$ cat config.mk
export PLATFORM = sky130hd
export DESIGN_NAME = reload_scheduler
export DESIGN_NICKNAME = d
export VERILOG_FILES = /design/src/rtl/reload_scheduler.sv
export SDC_FILE = /design/constraint.sdc
export NUM_CORES = 1
export LEC_CHECK = 0
export CORE_MARGIN = 4
export CORE_UTILIZATION = 40
export DETAILED_ROUTE_END_ITERATION = 7
export HOLD_SLACK_MARGIN = 0.03
export PLACE_DENSITY = 0.63
export SETUP_SLACK_MARGIN = 0.05
export SLEW_MARGIN = 20
export SYNTH_ARGS = -nofsm -noshare
export SYNTH_HDL_FRONTEND = slang
export SYNTH_SLANG_ARGS = --single-unit
$ cat constraint.sdc
create_clock -name clk -period 3.26 [get_ports clk]
set_input_delay 0.326 -clock clk [delete_from_list [all_inputs] [get_ports clk]]
set_output_delay 0.326 -clock clk [all_outputs]
set_load 0.03 [all_outputs]
$ cat src/rtl/reload_scheduler.sv
// Reload scheduler: feeds the self-reloading counter from a small FIFO whenever count hits the terminal value.
// Define RELOAD_SCHED_CNT_EN to add the saturating reload_cnt_o event counter.
module reload_scheduler #(
    parameter int unsigned      WIDTH       = 4,
    parameter int unsigned      DEPTH       = 4,
    parameter logic [WIDTH-1:0] DEFAULT_VAL = '0
) (
    input  logic                       clk,
    input  logic                       reset,
    input  logic                       enable_i,
    input  logic                       oneshot_i,
    input  logic [WIDTH-1:0]           term_i,
    input  logic [WIDTH-1:0]           count_i,
    input  logic                       in_valid_i,
    input  logic [WIDTH-1:0]           in_val_i,
    output logic                       in_ready_o,
    input  logic                       clr_underrun_i,
    output logic                       load_o,
    output logic [WIDTH-1:0]           load_val_o,
    output logic [$clog2(DEPTH):0]     level_o,
    output logic                       underrun_o
`ifdef RELOAD_SCHED_CNT_EN
    ,
    output logic [7:0]                 reload_cnt_o
`endif
);

    localparam int unsigned AW = $clog2(DEPTH);
    localparam logic [AW:0] FULL_LEVEL = (AW+1)'(DEPTH);

    typedef enum logic [1:0] {
        IDLE,
        ARMED,
        DONE
    } state_t;

    state_t           state_q;
    logic [WIDTH-1:0] mem_q [DEPTH];
    logic [AW-1:0]    rd_ptr_q, rd_ptr_d;
    logic [AW-1:0]    wr_ptr_q, wr_ptr_d;
    logic [AW:0]      level_q, level_d;
    logic [WIDTH-1:0] last_val_q, last_val_d;
    logic             underrun_q, underrun_d;

    logic match, empty, push, pop;

    always_comb begin
        match      = (count_i == term_i);
        empty      = (level_q == '0);
        in_ready_o = (level_q < FULL_LEVEL);
        // Reset gates the strobe so the counter never loads during a reset cycle.
        load_o     = !reset && (state_q == ARMED) && enable_i && match;
        load_val_o = empty ? last_val_q : mem_q[rd_ptr_q];
        push       = in_valid_i && in_ready_o;
        pop        = load_o && !empty;

        rd_ptr_d   = pop  ? rd_ptr_q + AW'(1) : rd_ptr_q;
        wr_ptr_d   = push ? wr_ptr_q + AW'(1) : wr_ptr_q;
        level_d    = level_q + (AW+1)'(push) - (AW+1)'(pop);
        last_val_d = pop ? mem_q[rd_ptr_q] : last_val_q;

        underrun_d = underrun_q;
        if (load_o && empty) begin
            underrun_d = 1'b1;
        end else if (clr_underrun_i) begin
            underrun_d = 1'b0;
        end
    end

    always_ff @(posedge clk) begin
        if (reset) begin
            state_q <= IDLE;
        end else begin
            case (state_q)
                IDLE:    if (enable_i) state_q <= ARMED;
                ARMED: begin
                    if (!enable_i) begin
                        state_q <= IDLE;
                    end else if (load_o && oneshot_i) begin
                        state_q <= DONE;
                    end
                end
                DONE:    if (!enable_i) state_q <= IDLE;
                default: state_q <= IDLE;
            endcase
        end
    end

    always_ff @(posedge clk) begin
        if (reset) begin
            rd_ptr_q   <= '0;
            wr_ptr_q   <= '0;
            level_q    <= '0;
            last_val_q <= DEFAULT_VAL;
            underrun_q <= 1'b0;
        end else begin
            rd_ptr_q   <= rd_ptr_d;
            wr_ptr_q   <= wr_ptr_d;
            level_q    <= level_d;
            last_val_q <= last_val_d;
            underrun_q <= underrun_d;
        end
    end

    // Storage needs no reset: pointers and level define which entries are live.
    always_ff @(posedge clk) begin
        if (push) begin
            mem_q[wr_ptr_q] <= in_val_i;
        end
    end

    assign level_o    = level_q;
    assign underrun_o = underrun_q;

`ifdef RELOAD_SCHED_CNT_EN
    logic [7:0] reload_cnt_q, reload_cnt_d;

    always_comb begin
        reload_cnt_d = reload_cnt_q;
        if (clr_underrun_i) begin
            reload_cnt_d = '0;
        end else if (load_o && (reload_cnt_q != '1)) begin
            reload_cnt_d = reload_cnt_q + 8'd1;
        end
    end

    always_ff @(posedge clk) begin
        if (reset) begin
            reload_cnt_q <= '0;
        end else begin
            reload_cnt_q <= reload_cnt_d;
        end
    end

    assign reload_cnt_o = reload_cnt_q;
`endif

endmodule

; ---- Word level (Yosys, flattened, before mapping)
; Memory sizes are Yosys's and may differ from the RTL's. A register that Yosys moved wholly into a read port is not among the register bits.
; Index checks and enable logic that the tools add are counted.
[word_totals]
mem_bits_rw = 16
mem_count = 1
word_cells = 43
out_inout_bits = 10
ff_bits = 14
in_bits = 18
[op_classes]
n_lt_le_gt_ge = 1
eq_ne = 6
n_addsub = 4
n_reduce_logical = 13
mux = 12
[mem_list]
columns = memory, words, width, read_ports, rd_clocked_by_memory_dff, wr, line_no
row1 = mem_q, 4, 4, 1, 1, 1, 38  ; logic [WIDTH-1:0] mem_q [DEPTH];
[op_table]
columns = operator, n
row1 = two-way mux 2 bit, 6
row2 = logical AND 1 bit, 7
row3 = case mux 2 bit (3 select lines), 1
row4 = adder 2 x 1 -> 2 bit (second input constant), 2
row5 = equality test 4 bit, 1
row6 = two-way mux 1 bit, 4
row7 = two-way mux 4 bit, 1
row8 = inequality test 2 bit (second input constant), 2
row9 = adder 3 x 1 -> 3 bit, 1
row10 = logical NOT 3 bit, 1
row11 = less-than comparator 3 bit (second input constant), 1
row12 = inequality test 3 x 2 -> 1 bit (second input constant), 1
row13 = AND reduction 3 bit, 1
row14 = subtractor 3 x 1 -> 3 bit, 1
row15 = equality test 2 x 1 -> 1 bit (second input constant), 1
row16 = equality test 2 bit (second input constant), 1
row17 = logical NOT 1 bit, 2
row18 = logical NOT 2 bit, 1
row19 = nonzero test 2 bit, 1

; ---- Longest topological paths before layout
[depth]
word_depth = 8
ltp_mapped = 12
ltp_nobuf = 11

; ---- Least setup slack after synthesis
; Ideal clock, no wire load.
[synth_path]
kind = register to register
startpoint = reg level_q[1] (netlist: level_o[1])
endpoint = reg level_q[2] (netlist: level_o[2])
path_stages_with_launch = 13
setup_time_ns = 0.128
arrival_time_ns = 2.309
required_ns = 3.132
setup_slack_ns = 0.824
n_path_buf = 1
cell_sequence = dfxtp_1 -> or3_1 -> buf_2 -> nand3_2 -> nor2_1 -> ha_1 -> inv_1 -> ha_1 -> inv_1 -> fa_1 -> xnor2_1 -> xnor2_1 -> nor2_1
[synth_via]
elab_chain_cells = 4
[synth_rtl]
columns = item, line_no
row1 = from (decl), 41  ; logic [AW:0] level_q, level_d;
row2 = from (signal assigned), 99  ; level_q <= level_d;
row3 = logical NOT 3 bit, 49  ; empty = (level_q == '0);
row4 = logical NOT 1 bit, 55  ; pop = load_o && !empty;
row5 = logical AND 1 bit, 55
row6 = net pop, 45  ; logic match, empty, push, pop;
row7 = subtractor 3 x 1 -> 3 bit, 59  ; level_d = level_q + (AW+1)'(push) - (AW+1)'(pop);
; The timed path passes the listed nets, and every way through them passes these cells.
; A chain may end at the register's enable or synchronous reset.

==> impl_metrics.csv <==
group,metric,value,unit
synthesis,syn_inst,110,
power_and_ir_drop,power.switching,0.0003612,W
finish,antenna_cells,0,
drt,drt_iter0_markers,20,
power_and_ir_drop,power_per_cell_area,608.8,nW/um^2
critical_path,crit_type,"flip-flop to output pin",
synthesis,synth_top_cell_area_share,0.3416,
job,drv_cap,0,
timing,grt_setup_unrepaired,"no",
finish,fin_nets,168,
clock_network,cts_root_buf,"clkbuf_4",
global_route,grt_util_all_layers,0.1309,
synthesis,syn_nets,135,
synthesis,synth-simple-area-share,0.1290,
synthesis,ys_seq_area_frac,0.5694,
synthesis,yosysTopAreaCell,"edfxtp_1",
synthesis,yosys_warnings,0,
critical_path,critical_path_required,2930,ps
synthesis,synth-seq-cells,32,
hold_path,min-delay-start,"last_val_q[2]",
global_route,grt.overflow.total,0,
hold_path,holdPathEnd,"last_val_q[2]",
critical_path,worst_path_max_delay_cell,"clkdlybuf4s50_1",
finish,drive_gt1_frac,0.1458,
timing,setup_tns,0,ps
floorplanning,die_h,67.30,um
place,gp_congestion,0.7378,
critical_path,path_cells,"mux4_2 -> mux2_2 -> clkdlybuf4s50_1",
power_and_ir_drop,ir_drop,0.2960,mV
timing,finClkSkew,7.295,ps
clock_network,numCtsBuffers,5,
drt,wl,2499,um
clock_network,cts_tree,"yes",
drt,drc,0,
timing,fmax,0.3873,GHz
synthesis,synth.mux.area_fraction,0.09609,
floorplanning,rows,21,
critical_path,crit_family,"multiplexers",
clock_network,clock_sinks,32,
critical_path,startpoint_type,"flip-flop",
critical_path,path_buf_inv,1,
place,dp.cells,182,
clock_network,clkTransAtPathRegs,100,ps
floorplanning,core_area,3363,sq um
floorplanning,initial_core_util,0.4182,
drt,drt_pass1_iterations,3,
floorplanning,die_area,4529,sq um
power_and_ir_drop,internal-power,0.0007296,W
clock_network,cts_setup_buffers,0,
power_and_ir_drop,p_seq_frac,0.456,
drt,vias_per_cell,4.800,
synthesis,synth_compound_gate_area_share,0.06673,
critical_path,ff2ff_path_depth,11,
critical_path,rrSetupSlack,740,ps
timing,final-setup-viol-count,0,
global_route,grt_start_max_net_pins,16,
synthesis,synth_top_family_by_area,"simple AND/OR/NAND/NOR gates",
global_route,grt_pass1_wl,4298,um
timing,period_share,0.7921,
finish,final_util,0.5327,
clock_network,insertion_delay,320,ps
power_and_ir_drop,power_leakage,0.6335,nW
drt,wl_per_cell,13.15,um
power_and_ir_drop,clkPwrFrac,0.188,
power_and_ir_drop,p_sw_frac,0.3311,
synthesis,synth.lib_cells_used.distinct,29,
timing,drv_slew,0,
drt,ant_nets,0,
global_route,grt_pass1_vias,971,
critical_path,cp_max_fo,4,
finish,syn_to_final_growth,27.40,%
timing,final_hold_viol_count,0,
floorplanning,die_w,67.30,um
timing,fin_crit,2582,ps
synthesis,syn_area,1406,sq um
timing,tightest_slew,331.6,ps
synthesis,avgSynthCellArea,12.78,sq um
critical_path,rr_endpoint,"level_o[2]",
place,port_buffers,27,
synthesis,synth-adder-area-share,0.06762,
critical_path,worstSetupEndpointType,"output pin",
place,dp_hpwl,1974,um
drt,num_vias,912,
clock_network,clockBufferDepth,2,
finish,stdcell_count,190,
hold_path,whs_path_depth,2,
status,status,"finished, final reports clean",
critical_path,worst_path_largest_cell_delay,600,ps
synthesis,synthXorXnorAreaFrac,0.04359,
timing,max_slew_margin,0.7790,
clock_network,cts_resized,0,
critical_path,arrival,2260,ps
power_and_ir_drop,power_frac_comb,0.356,
clock_network,cts_hold_buf,0,
hold_path,min_path_type,"flip-flop to flip-flop",
floorplanning,ios,28,
critical_path,r2r-start,"level_o[1]",
global_route,antenna_found_initial,0,
clock_network,ctsHtreeMaxLevel,2,
synthesis,synthTopCellsByArea,"edfxtp_1 (34%), dfxtp_1 (23%), mux4_2 (6.4%)",
worst max-delay path by stage:
stage	from	endpoint	cells past startpoint
after floorplan	level_o[1]	level_o[2]	12
after global placement	reset	level_o[2]	12
after detailed placement	reset	level_o[2]	12
after CTS	flip-flop	load_val_o[1]	3
after global routing	term_i[3]	load_o	6
final	flip-flop	load_val_o[1]	3
Yosys cell counts, drive strengths merged:
cell	instances
nor2b	2
nand4	2
clkbuf	3
o41ai	1
nor2	7
or3	3
nor4bb	1
a21oi	8
ha	6
dfxtp	16
nor3b	1
and3	1
mux4	4
buf	1
fa	1
nand2	1
inv	6
xnor2	7
a21boi	1
or3b	1
edfxtp	16
a21o	1
nand3	5
and2	4
and4	1
o21ai	6
mux2	4
flip-flops by register name, summed over array words and instances, names as in the netlist, named ones only:
name        cells
mem_q          16
last_val_q      4
level_o         3
rd_ptr_q        2
state_q         2
wr_ptr_q        2
underrun_o      1
logic make-up after synthesis:
| kind of cell | Yosys count |
|---|---|
| fa+ha+maj | 7 |
| compound gates | 17 |
| simple gates | 29 |
| buf+inv | 10 |
| mux | 8 |
| xor+xnor | 7 |
| flops | 32 |
cell type report:
type / instances / area [sq um]
well taps: 46 / 57.56
clock buffers: 5 / 37.54
repair buffers: 30 / 292.8
clock inverters: 3 / 13.76
flip-flops and latches: 32 / 800.8
inverters: 6 / 22.52
multi-input cells: 68 / 566.8
fillers: 318 / 1572
worst min-delay path, stage by stage, from the launching register on:
cell and delay (ps):
dfxtp_1 320, o21ai_0 60, a21oi_1 60
cell usage in the layout (no fill, tap or decap), types with 4 or more instances in the layout:
master,n
o21ai_0,4
mux2_2,4
clkbuf_4,5
inv_1,6
nand3_1,4
and2_1,4
ha_1,6
a21oi_1,8
nor2_1,7
xnor2_1,7
dfxtp_1,16
mux4_2,4
clkdlybuf4s50_1,27
edfxtp_1,16
per-layer routing:
metal | track usage | vias up | routed length (um)
met5 | 0 | - | 0
met4 | 0.07342 | 0 | 36
met3 | 0.04992 | 4 | 155
met2 | 0.2172 | 18 | 1254
met1 | 0.1432 | 423 | 1053
li1 | - | 467 | -
power by group through the flow:
stage          Combinational [W]  Sequential (W)  Clock, W
4_1_cts                 0.000396        0.000498  0.000213
5_1_grt                 0.000418        0.000504  0.000235
6_report                0.000389        0.000497  0.000205
3_5_place_dp            0.000393        0.000507         0
3_3_place_gp            0.000388        0.000505         0
2_1_floorplan           0.000231        0.000527         0
stage by stage:
stage	worst slack [ps]	hold slack (ps)	cell area (sq um)	total power, W
floorplan	823.7	395.1	1406	0.0007574
detailed placement	515.6	473.3	1740	0.0009003
finish	677.8	485.2	1792	0.001091
CTS	649.2	488.8	1792	0.001107
global route	574.9	511.2	1792	0.001157
global placement	601.7	463.9	1740	0.0008931
No activity file was read; power rests on OpenSTA's default activity.
